--- src/rtl/bin2bcd.sv ---
// rtl/bin2bcd.sv - 8-bit binary to 3-digit BCD converter, shift-and-add-3, one bit per clock (option: BIN2BCD_STICKY_DONE_EN)
module bin2bcd (
  input  logic       clk,
  input  logic       rst,
  input  logic       start,
  input  logic [7:0] in,
  output logic [3:0] BCD [3],
  output logic       done,
  output logic       ready
);

  typedef enum logic [1:0] {IDLE, SHIFT, DONE} state_t;

  state_t      state;
  state_t      state_next;
  logic [19:0] work;
  logic [19:0] work_adj;
  logic [19:0] work_shift;
  logic [2:0]  cnt;
  logic        accept;
  logic        last_iter;
  logic        done_state;

  assign accept    = ready & start;
  assign last_iter = (state == SHIFT) && (cnt == 3'd7);

  // One double-dabble step: add 3 to each BCD nibble that is 5 or more, then shift left.
  always_comb begin
    work_adj = work;
    if (work[19:16] >= 4'd5) work_adj[19:16] = work[19:16] + 4'd3;
    if (work[15:12] >= 4'd5) work_adj[15:12] = work[15:12] + 4'd3;
    if (work[11:8]  >= 4'd5) work_adj[11:8]  = work[11:8]  + 4'd3;
    work_shift = work_adj << 1;
  end

  // State register.
  always_ff @(posedge clk) begin
    if (rst) state <= IDLE;
    else     state <= state_next;
  end

  // Next-state and state-decoded handshake outputs.
  always_comb begin
    state_next = state;
    ready      = 1'b0;
    done_state = 1'b0;
    case (state)
      IDLE: begin
        ready = 1'b1;
        if (start) state_next = SHIFT;
      end
      SHIFT: begin
        if (cnt == 3'd7) state_next = DONE;
      end
      DONE: begin
        done_state = 1'b1;
        state_next = IDLE;
      end
      default: state_next = IDLE;
    endcase
  end

  // Working register, iteration counter and result digits; results only move at completion.
  always_ff @(posedge clk) begin
    if (rst) begin
      work   <= 20'd0;
      cnt    <= 3'd0;
      BCD[0] <= 4'd0;
      BCD[1] <= 4'd0;
      BCD[2] <= 4'd0;
    end else if (accept) begin
      work <= {12'd0, in};
      cnt  <= 3'd0;
    end else if (state == SHIFT) begin
      work <= work_shift;
      cnt  <= cnt + 3'd1;
      if (last_iter) begin
        BCD[2] <= work_shift[19:16];
        BCD[1] <= work_shift[15:12];
        BCD[0] <= work_shift[11:8];
      end
    end
  end

`ifdef BIN2BCD_STICKY_DONE_EN
  logic done_hold;

  // Hold done from completion until the next accepted start.
  always_ff @(posedge clk) begin
    if (rst)            done_hold <= 1'b0;
    else if (last_iter) done_hold <= 1'b1;
    else if (accept)    done_hold <= 1'b0;
  end

  assign done = done_hold | done_state;
`else
  assign done = done_state;
`endif

endmodule

--- config.mk ---
export PLATFORM = sky130hd
export DESIGN_NAME = bin2bcd
export DESIGN_NICKNAME = d
export VERILOG_FILES = /design/src/rtl/bin2bcd.sv
export SDC_FILE = /design/constraint.sdc
export NUM_CORES = 1
export LEC_CHECK = 0
export ABC_AREA = 1
export CAP_MARGIN = 20
export CORE_AREA = 2 2 71 73
export CTS_CLUSTER_SIZE = 10
export DETAILED_ROUTE_END_ITERATION = 12
export DIE_AREA = 0 0 73 75
export HOLD_SLACK_MARGIN = 0.1
export PLACE_DENSITY = 0.69
export SLEW_MARGIN = 5
export SYNTH_ARGS = -nofsm -noshare
export SYNTH_HDL_FRONTEND = slang
export SYNTH_SLANG_ARGS = --single-unit
--- constraint.sdc ---
create_clock -name clk -period 1.6 [get_ports clk]
set_clock_uncertainty 0.05 [all_clocks]
set_input_delay 0.16 -clock clk [delete_from_list [all_inputs] [get_ports clk]]
set_output_delay 0.16 -clock clk [all_outputs]
set_load 0.02 [all_outputs]
After elaboration in Yosys (flattened, before gate mapping):

Cells that the tools add are included.

* register bits after elaboration: 37
* input port bits: 11
* output and inout port bits: 14
* word-level logic and storage cells: 37

* add/sub/neg operators: 4
* order comparisons: 3
* equality and inequality tests: 5
* muxes and demuxes: 10
* bitwise gates (word level): 2
* reduce and logical (&&, ||, !) cells: 6

Operators by type and width (count)
* 8-bit 2-to-1 mux: 2
* 4-bit by 3-bit greater-or-equal comparator with 1-bit output (second input constant): 3
* 4-bit by 2-bit adder with 4-bit output (second input constant): 2
* 4-bit 2-to-1 mux: 2
* 2-bit 2-to-1 mux: 2
* 2-bit one-hot mux with 2 select lines: 1
* 3-bit by 1-bit adder with 3-bit output (second input constant): 1
* 3-bit by 2-bit adder with 3-bit output (second input constant): 1
* 3-bit equality test (second input constant): 1
* 3-bit 2-to-1 mux: 1
* 3-bit AND reduction: 1
* 2-bit by 1-bit equality test with 1-bit output (second input constant): 1
* 2-bit equality test (second input constant): 1
* 2-bit logical NOT: 1
* 1-bit 2-to-1 mux: 2
* 2-bit by 1-bit inequality test with 1-bit output (second input constant): 1
* 2-bit inequality test (second input constant): 1
* 2-bit AND reduction: 1
* 2-bit nonzero test: 1
* 2-bit OR reduction: 1
* 1-bit AND: 1
* 1-bit logical AND: 1
* 1-bit inverter: 1

Depth between registers and ports, before layout:

* depth in word-level cells: 5
* depth in mapped cells: 9
* mapped depth without buffers: 9

Worst setup path before layout:

Ideal clock, no wire load.

* path type: register to register
* start point: register cnt[0]
* end point: register BCD[10] (netlist bit)
* library setup time: 109 ps
* arrival time: 1235 ps
* data required time: 1441 ps
* slack: 206 ps
* stages on the path, launching flop included: 9
* path buffers: 1
* period minus slack after synthesis: 1394 ps
* path through: dfxtp_1 -> ha_1 -> ha_1 -> inv_1 -> nor2_8 -> buf_8 -> o21a_1 -> nand2_1 -> inv_1

* cells in the longest elaborated chain, start to end: 3

Ends and longest elaborated chain
* from (decl): line 19 `logic [2:0] cnt;`
* from (signal assigned): line 76 `cnt <= cnt + 3'd1;`
* 3-bit equality test: line 25 `assign last_iter = (state == SHIFT) && (cnt == 3'd7);`
* 1-bit logical AND: line 25
* 3-bit AND reduction (no source line)
* to (decl): line 7 `output logic [3:0] BCD [3],`

Every way passes these cells.
A chain may end at the register's enable or synchronous reset.

Final worst setup path:

* start point: register BCD[7] (netlist bit)
* end point: output port BCD[7] (netlist bit)

No word-level cell between the ends.

==> results.py <==
metrics = {
    "hold_path": {
        "whs_path_depth": 3,
        "min_to": "work[0]$_SDFFE_PP0P_",
        "min_path_type": "in -> reg",
        "worstHoldStart": "in[0]",
    },
    "power": {
        "power_density_nw_per_um2": 841,
        "irDropWorstVdd_mv": 0.422,
        "leakage_nw": 1.07,
    },
    "routing": {
        "wl_per_cell_um": 10.1,
        "via_per_inst": 4.75,
        "drtIter0Drc": 94,
        "wirelength_um": 3470,
        "ant_nets": 0,
        "drtPass1Iterations": 4,
        "post-route-drc-count": 0,
        "detailroute.via_count": 1629,
    },
    "setup_path": {
        "critPathRequiredTime_ns": 1.39,
        "crit_family": "buffers and inverters",
        "path_max_fanout": 2,
        "r2r_setup_slack_ns": 0.21,
        "regToRegStartpoint": "cnt[0]$_SDFFE_PP0N_",
        "r2r-end": "BCD[11]$_SDFFE_PP0P_",
        "arrival_ns": 1.24,
        "critPathCaptureType": "output port",
        "crit_path_cell_trace": "clkdlybuf4s50_1",
        "critPathKind": "reg -> out",
        "startpoint_type": "flip-flop",
        "slowest_stage": "clkdlybuf4s50_1",
        "ff2ff_path_depth": 8,
        "slowest_delay_ns": 0.60,
        "worstPathBufferInverterCount": 1,
    },
    "logic_synthesis": {
        "ys_seq_area_share_pct": 40.1,
        "synth_area_leader_cell": "dfxtp_1",
        "postSynthCellCount": 259,
        "synthFlopType": "dfxtp_1",
        "yosysWarnings": 0,
        "synth_nets": 278,
        "synth_common_cells": "nand2_1 (72), inv_1 (40), dfxtp_1 (37), nand3_1 (32), a21oi_1 (13)",
        "yosys.area.top_type_share_pct": 40.1,
        "synth-seq-cells": 37,
        "synth.most_common_cell": "nand2_1",
        "yosys-top-cells-area": "dfxtp_1 (40%), nand2_1 (15%), nand3_1 (8.7%), inv_1 (8.1%), ha_1 (5.4%)",
        "syn_avg_cell_area_um2": 7.13,
        "synth_area_um2": 1850,
        "ys_types": 24,
        "synth_edf_count": 0,
        "synthArstFlopShare_pct": 0,
    },
    "sta": {
        "fmax_mhz": 688,
        "max-slew-margin-rel_pct": 74.7,
        "fin_crit_sh_pct": 90.8,
        "drv_slew": 0,
        "rsz0062_at_grt": "false",
        "tightest_slew_ns": 0.379,
        "min_period_ns": 1.45,
        "setup_viol": 0,
        "hold_viol_final": 0,
        "fin_setup_tns_ns": 0,
    },
    "cells_and_area": {
        "drive_gt1_share_pct": 6.57,
        "diodes": 0,
        "nets": 308,
        "syn_to_final_growth_pct": 20.7,
        "fin_area_um2": 2230,
    },
    "clock_tree": {
        "cts-root-buf": "clkbuf_8",
        "clkTransAtPathRegs_ns": 0.07,
        "cts_tree": "built",
        "cts_buffers": 5,
        "clockBufferDepth": 2,
        "htree_levels": 2,
        "worstSkewPairLatency_ns": 0.29,
        "clock-sinks": 37,
    },
    "floorplanning": {
        "die_h_um": 75,
        "die_area_um2": 5480,
        "die_w_um": 73,
        "core_um2": 4660,
        "placementRows": 25,
        "io_pins": 25,
        "initial_core_util_pct": 39.6,
    },
    "grt": {
        "grt_max_degree": 23,
        "grtUsageMet3_pct": 3.61,
        "grt_pass1_wl_um": 6400,
        "grt_use_met1_pct": 18.3,
        "grt_overflow": 0,
        "grt_pass1_vias": 1540,
        "top_usage_layer": "met2",
        "use_met2_pct": 25.1,
        "grt_usage_pct": 15.0,
        "antenna_found_initial": 0,
    },
    "placed_design": {
        "place_area_um2": 2140,
        "gp_congestion": 0.775,
        "io_buffers": 24,
        "hpwl_um": 2540,
    },
    "outcome": {
        "outcome": "complete, no violations",
    },
    "flow_run": {
        "max-cap-violations": 0,
    },
}
[metrics by stage]
| stage | worst slack [ns] | total power (W) | instances | utilization [%] | hold slack [ns] |
|---|---|---|---|---|---|
| after floorplan | 0.206 | 0.00116 | 259 | - | 0.179 |
| after global placement | 0.202 | 0.00124 | 336 | 46.0 | 0.409 |
| after detailed placement | 0.171 | 0.00124 | 336 | 46.0 | 0.413 |
| after CTS | 0.127 | 0.00190 | 343 | 47.8 | 0.365 |
| after global routing | 0.0146 | 0.00197 | 343 | 47.8 | 0.403 |
| final | 0.146 | 0.00187 | 343 | 47.8 | 0.374 |
[cell families after synthesis]
logic type / synth area share [%]
simple gates: 32.9
buf+inv: 11.5
flops: 40.1
compound gates: 9.63
fa+ha+maj: 5.42
xor+xnor: 0.475
[how the worst max path moves through the flow]
stage,startpoint,to,cells after the start
2_1_floorplan,cnt[0]$_SDFFE_PP0N_,BCD[10]$_SDFFE_PP0P_,8
3_3_place_gp,cnt[0]$_SDFFE_PP0N_,BCD[11]$_SDFFE_PP0P_,7
3_5_place_dp,cnt[0]$_SDFFE_PP0N_,BCD[7]$_SDFFE_PP0P_,8
4_1_cts,BCD[7]$_SDFFE_PP0P_,BCD[7],1
5_1_grt,cnt[0]$_SDFFE_PP0N_,BCD[7]$_SDFFE_PP0P_,8
6_report,BCD[7]$_SDFFE_PP0P_,BCD[7],1
[metal layers]
| metal | vias up | part of all wire (%) |
|---|---|---|
| met5 | - | 0 |
| met4 | 0 | 0.92 |
| met3 | 4 | 4.1 |
| met2 | 36 | 46 |
| met1 | 712 | 49 |
| li1 | 877 | - |
[final cells by class]
| cell class | count | area (µm²) |
|---|---|---|
| Sequential cell | 37 | 741 |
| Clock buffer | 7 | 86.3 |
| Inverter | 42 | 158 |
| Tap cell | 54 | 67.6 |
| Timing Repair Buffer | 30 | 283 |
| Multi-Input combinational cell | 173 | 893 |
| Fill cell | 482 | 2430 |
[repair_timing]
| action | CTS | global route |
|---|---|---|
| setup endpoints to repair | 2 | 1 |
| pin swaps | 0 | 1 |
| hold buffers | 0 | 0 |
| buffers inserted | 0 | 0 |
| gates resized for setup | 2 | 0 |
[cells in the final DEF, fill, tap and decap left out, drive strengths merged, types with 7 or more instances in the layout]
cell / Yosys / layout
nand2: 75 / 75
inv: 42 / 42
dfxtp: 37 / 37
nand3: 32 / 32
clkdlybuf4s50: 0 / 22
nor2: 14 / 14
a21oi: 13 / 13
o21a: 8 / 8
ha: 8 / 8
and2: 7 / 7
clkbuf: 2 / 7
[power breakdown]
group / internal [W] / leakage [nW] / switching, W
sequential: 0.000955 / 0.301 / 0.0000249
combinational: 0.0000993 / 0.720 / 0.000136
clock: 0.000342 / 0.0443 / 0.000317
total: 0.00140 / 1.07 / 0.000478
[registers in the layout, summed over array words and instances (netlist names)]
register  count
work         20
BCD          12
cnt           3
state         2
(Power assumes the default switching activity.)
